<file path="src/rtl/serial_right_shifter_if.sv">
// Start/done handshake bundle for the serial right shifter.
// The requester side uses the master modport, the shifter uses the slave modport.
interface serial_right_shifter_if #(
  parameter int unsigned WIDTH   = 32,
  parameter int unsigned SHAMT_W = 5
);
  logic               start;
  logic [WIDTH-1:0]   data_in;
  logic [SHAMT_W-1:0] shamt;
  logic               arith;
  logic [WIDTH-1:0]   data_out;
  logic               busy;
  logic               done;

  modport master (
    output start, data_in, shamt, arith,
    input  data_out, busy, done
  );

  modport slave (
    input  start, data_in, shamt, arith,
    output data_out, busy, done
  );
endinterface

</file>
<file path="src/rtl/serial_right_shifter.sv">
// Multi-cycle right shifter: one bit per clock, zero or sign fill, start/done handshake.
// Optional feature macro: SERIAL_RSHIFT_ARITH_EN enables sign fill from the arith input;
// without it the arith input is ignored and every shift is logical.
module serial_right_shifter #(
  parameter int unsigned WIDTH   = 32,
  parameter int unsigned SHAMT_W = 5
) (
  input logic                  clk,
  input logic                  reset,
  serial_right_shifter_if.slave bus
);

  typedef enum logic [1:0] {StIdle, StShift, StDone} state_e;

  state_e             state;
  logic [SHAMT_W-1:0] count;
  logic [WIDTH-1:0]   result;
  logic               busy_r;
  logic               done_r;
  logic               fill;
  logic               accept;

  // A new request is taken only when not shifting.
  assign accept = bus.start && (state != StShift);

`ifdef SERIAL_RSHIFT_ARITH_EN
  // Fill bit latched at start so every shift step replicates the original sign.
  always_ff @(posedge clk) begin
    if (reset) begin
      fill <= 1'b0;
    end else if (accept) begin
      fill <= bus.arith & bus.data_in[WIDTH-1];
    end
  end
`else
  logic unused_arith;
  assign unused_arith = bus.arith;
  assign fill         = 1'b0;
`endif

  // Control FSM and datapath with registered busy/done.
  always_ff @(posedge clk) begin
    if (reset) begin
      state  <= StIdle;
      count  <= '0;
      result <= '0;
      busy_r <= 1'b0;
      done_r <= 1'b0;
    end else begin
      unique case (state)
        StIdle, StDone: begin
          if (bus.start) begin
            state  <= StShift;
            result <= bus.data_in;
            count  <= bus.shamt;
            busy_r <= 1'b1;
            done_r <= 1'b0;
          end else begin
            state  <= StIdle;
            busy_r <= 1'b0;
            done_r <= 1'b0;
          end
        end
        StShift: begin
          if (count != '0) begin
            // Shifting past WIDTH keeps injecting fill, so large amounts saturate.
            result <= {fill, result[WIDTH-1:1]};
            count  <= count - SHAMT_W'(1);
          end else begin
            state  <= StDone;
            busy_r <= 1'b0;
            done_r <= 1'b1;
          end
        end
        default: begin
          state  <= StIdle;
          busy_r <= 1'b0;
          done_r <= 1'b0;
        end
      endcase
    end
  end

  assign bus.data_out = result;
  assign bus.busy     = busy_r;
  assign bus.done     = done_r;

endmodule
</file>
<file path="src/flat_wrapper.sv">
// flat-port wrapper written by rule: the top's interface ports become plain ports
module serial_right_shifter_flat 
#(
  parameter int unsigned WIDTH   = 32,
  parameter int unsigned SHAMT_W = 5
)
  (clk, reset, bus_start, bus_data_in, bus_shamt, bus_arith, bus_data_out, bus_busy, bus_done);
  serial_right_shifter_if #(.WIDTH(WIDTH), .SHAMT_W(SHAMT_W)) bus_i ();
  input logic clk;
  input logic reset;
  input wire logic [$bits(bus_i.start)-1:0] bus_start;
  input wire logic [$bits(bus_i.data_in)-1:0] bus_data_in;
  input wire logic [$bits(bus_i.shamt)-1:0] bus_shamt;
  input wire logic [$bits(bus_i.arith)-1:0] bus_arith;
  output wire logic [$bits(bus_i.data_out)-1:0] bus_data_out;
  output wire logic [$bits(bus_i.busy)-1:0] bus_busy;
  output wire logic [$bits(bus_i.done)-1:0] bus_done;
  assign bus_i.start = bus_start;
  assign bus_i.data_in = bus_data_in;
  assign bus_i.shamt = bus_shamt;
  assign bus_i.arith = bus_arith;
  assign bus_data_out = bus_i.data_out;
  assign bus_busy = bus_i.busy;
  assign bus_done = bus_i.done;
  serial_right_shifter #(.WIDTH(WIDTH), .SHAMT_W(SHAMT_W)) u_core (.clk(clk), .reset(reset), .bus(bus_i));
endmodule
</file>
<file path="config.mk">
export PLATFORM = sky130hd
export DESIGN_NAME = serial_right_shifter_flat
export DESIGN_NICKNAME = d
export VERILOG_FILES = /design/src/rtl/serial_right_shifter_if.sv /design/src/rtl/serial_right_shifter.sv /design/src/flat_wrapper.sv
export SDC_FILE = /design/constraint.sdc
export NUM_CORES = 1
export LEC_CHECK = 0
export BUFFER_PORTS_ARGS = -buffer_cell sky130_fd_sc_hd__buf_2
export CORE_MARGIN = 2
export CORE_UTILIZATION = 51
export CTS_CLUSTER_SIZE = 24
export DETAILED_ROUTE_END_ITERATION = 10
export GPL_TIMING_DRIVEN = 0
export HOLD_SLACK_MARGIN = 0.03
export PLACE_DENSITY = 0.83
export SYNTH_ARGS = -nofsm -noshare
export SYNTH_HDL_FRONTEND = slang
export SYNTH_SLANG_ARGS = --single-unit
</file>
<file path="constraint.sdc">
create_clock -name clk -period 4.7 [get_ports clk]
set_input_delay 0.94 -clock clk [delete_from_list [all_inputs] [get_ports clk]]
set_output_delay 0.94 -clock clk [all_outputs]
set_load 0.01 [all_outputs]
</file>
==> results by group <==
Placement
  – Gpl congestion: roughly 0.85
  – Port-buffer cells: roughly 70
  – Inst Count DP: between 300 and 400
  – Post-DP HPWL: 3030 um

Yosys
  – Flop and latch count out of synthesis: 40
  – Sequential share of the synthesized area: a little over two fifths
  – Warnings, synthesis: 0
  – Netlist Area Pre-Place: around 1900 um2
  – Mean Syn Cell Area: about 10 um2
  – Top cell type by total area after synthesis: dfxtp_1
  – Post-synth top area share: a little over two fifths
  – Synth unique cells: 25
  – Post-synth ARST share: 0%
  – Syn Nets: 228
  – Synth area leaders: dfxtp_1 (42%), mux2i_1 (17%), a211oi_2 (13%)
  – Post-synthesis cell count: approximately 190
  – Post-synth EDFFs: 0
  – Most frequently used flop master after synthesis: dfxtp_1

Drt
  – DR vias/cell: about 5.2
  – DRT iter0 DRCs: 43
  – Wire per inst: roughly 13 um
  – Post-route ant nets: 0
  – Routed via count: about 1600
  – Initial DRT Pass Iterations: 4
  – Remaining DRCs: 0
  – Final WL: ~4100 um

Cells and area
  – Ratio of cells with drive above 1 in the final layout: 41.0%
  – Multi-input gate area: roughly 1000 um2
  – Area grow syn2layout: 27.1%
  – Cell Count, Final, Fillers Out: ~310
  – Register Area: 801 um2
  – Nets@finish: slightly above 300
  – N_diodes: 0
  – FILL cells: 320

Pwr
  – Sw power: just under 300 uW
  – Total power draw: about 930 uW
  – Sw frac: a little under a third
  – P_leak: ~0.0012 uW
  – Combinational group share of total power: 30.2%
  – Peak supply drop: 0.213 mV
  – Clock Power Share: between 20% and 30%
  – Seq pwr share: a little under half
  – PD cells: a little under 400 nW/um2
  – Internal power: ~630 uW

Run status
  – Status: completed

Floorplanning
  – Die Area: around 4200 um2
  – Num ports: 75
  – Die W: about 65 um
  – # rows: 22
  – CORE AREA: between 3000 and 4000 um2
  – Die H: 64.8 um
  – Initial Util: between 50% and 60%

Global route
  – Largest net degree at the start of global routing: 12
  – Busiest grt layer: met2
  – Met3 usage: 5.38%
  – GRT Overall Usage: about 20%
  – GR Util met2: between 30 and 40%
  – Global-route wire length before repair: around 6800 um
  – Vias in the first global route: between 1500 and 2000
  – Grt total ovfl: 0
  – Initial antenna violation count: 0
  – GR Layer Usage met1: a little over a quarter

CTS
  – Htree depth: 2
  – CTS tree: yes
  – CTS clock-pin slew for the worst setup and hold paths: 70 ps
  – Hold_buf cts: 0
  – Cts bufs inserted: 5
  – Root buf cell: clkbuf_8
  – Resized Gates After CTS: 0
  – Clk buf depth: 2
  – Clk_lat worst skew: between 200 and 300 ps
  – Sink Count: 40
  – Post-CTS Setup Inserts: 0

Worst setup path
  – Req. time, crit path: roughly 5000 ps
  – Crit path DAT: between 2000 and 2500 ps
  – Startpoint types: primary input
  – WS Path Type: in2reg
  – Largest stage delay on the critical path: 380 ps
  – Crit-path max FO: 10
  – Critical path buffer and inverter count: 2
  – Crit path cell chain: buf_2 > nor2b_1 > a21o_1 > clkbuf_1 > nor2_1 > a211oi_2
  – CP max stage cell: clkbuf_1
  – CP endpoint kind: register
  – Top Family by Delay on Critical Path: buffers and inverters

Timing
  – Peak Freq: between 400 and 500 MHz
  – Setup TNS after final layout: 0 ps
  – Tcrit/Tclk final: between 40% and 50%
  – Worst Tran Pin Value: approximately 680 ps
  – RSZ-0062 raised after global routing: false
  – Endpoints failing hold: 0
  – Relative slew slack: 54.9%
  – Setup-failing EPs final: 0
  – Final min period: between 2000 and 2500 ps
  – Final Max Slew Viols: 0
  – Layout Skew: between 2 and 3 ps

Flow run
  – Number of max-cap violations: 0

Worst hold path
  – Hold Path Class: reg2reg
==> cell families (layout without fill, tap and decap cells) <==
logic type      after synthesis  count (layout)  synth area share (%)
mux                          33              33                  17.6
buf+inv                      19              99                  5.44
compound gates               46              46                  23.1
simple gates                 47              47                  10.8
fa+ha+maj                     1               1                 0.663
flops                        40              40                  42.5
==> final timing paths <==
path	slack, ps	end	cells after the start	start
max	2670	u_core.bus.data_out[21]$_SDFFE_PP0P_	6	bus_start
min	460	u_core.bus.done$_SDFFE_PP0N_	2	u_core.bus.done$_SDFFE_PP0N_
max reg2reg	2700	u_core.bus.data_out[21]$_SDFFE_PP0P_	7	u_core.count[0]$_SDFFE_PP0P_
min reg2reg	460	u_core.bus.done$_SDFFE_PP0N_	2	u_core.bus.done$_SDFFE_PP0N_
==> worst reg2reg max path: cells and delay by family (launching register included) <==
family / cells / cell delay (ps)
AO/OA/AOI/OAI: 2 / 300
flip-flops: 1 / 320
buffers and inverters: 2 / 350
AND/OR/NAND/NOR: 2 / 680
adder cells (fa/ha/maj): 1 / 210
==> flip-flops by register name (all words and copies together), names as in the netlist <==
register / cells
u_core.bus.data_out: 32
u_core.state: 2
u_core.bus.done: 1
u_core.count: 5
==> layout make-up <==
class,count,share of cell area (%)
multi-input cells,127,41.0
flip-flops and latches,40,33.4
repair buffers,72,15.0
well taps,48,2.51
plain buffers,16,3.81
clock buffers,8,3.76
inverters,3,0.470
==> synth_stat cells (all sizes together), types with 2 or more instances <==
| cell type | n |
|---|---|
| a211oi | 33 |
| a21oi | 5 |
| buf | 8 |
| clkbuf | 8 |
| dfxtp | 40 |
| inv | 3 |
| mux2i | 32 |
| nand2 | 2 |
| nor2 | 37 |
| nor2b | 3 |
| nor3 | 2 |
| o21ai | 3 |
==> power by group through the flow <==
| stage | Combinational [uW] | Sequential [uW] | Clock, uW |
|---|---|---|---|
| after global placement | 278 | 423 | 0 |
| after floorplan | 178 | 440 | 0 |
| after detailed placement | 282 | 425 | 0 |
| after CTS | 284 | 418 | 233 |
| after global routing | 310 | 424 | 249 |
| final | 280 | 419 | 228 |
==> per-layer routing <==
| layer | wire length (um) | up-vias |
|---|---|---|
| li1 | - | 826 |
| met1 | 1940 | 744 |
| met2 | 1840 | 50 |
| met3 | 275 | 2 |
| met4 | 16 | 0 |
| met5 | 0 | - |
==> per-stage QoR <==
| stage | util, % | cell area [um2] | setup WS (ps) | hold WS (ps) |
|---|---|---|---|---|
| 3_3_place_gp | 63.9 | 2310 | 2410 | 443 |
| 4_1_cts | 66.4 | 2400 | 2670 | 462 |
| 2_1_floorplan | - | 1890 | 2740 | 450 |
| 3_5_place_dp | 63.9 | 2310 | 2380 | 452 |
| 6_report | 66.4 | 2400 | 2670 | 460 |
| 5_1_grt | 66.4 | 2400 | 2540 | 488 |
==> placed cells by master, fill, tap and decap left out <==
| master | count |
|---|---|
| nor2b_1 | 3 |
| ha_1 | 1 |
| nor3_1 | 2 |
| nor2_1 | 37 |
| a21o_1 | 1 |
| buf_2 | 76 |
| a211oi_2 | 20 |
| nand2b_1 | 1 |
| dfxtp_1 | 40 |
| buf_6 | 3 |
| a221oi_2 | 1 |
| mux2i_1 | 32 |
| mux2_2 | 1 |
| a311oi_1 | 1 |
| a22o_1 | 1 |
| a211oi_1 | 13 |
| o21ai_0 | 3 |
| a22oi_1 | 1 |
| nor3b_1 | 1 |
| inv_1 | 3 |
| buf_4 | 1 |
| nand2_1 | 2 |
| or4b_4 | 1 |
| clkbuf_1 | 10 |
| clkbuf_8 | 6 |
| a21oi_1 | 5 |
No activity file was read; power rests on OpenSTA's default activity.
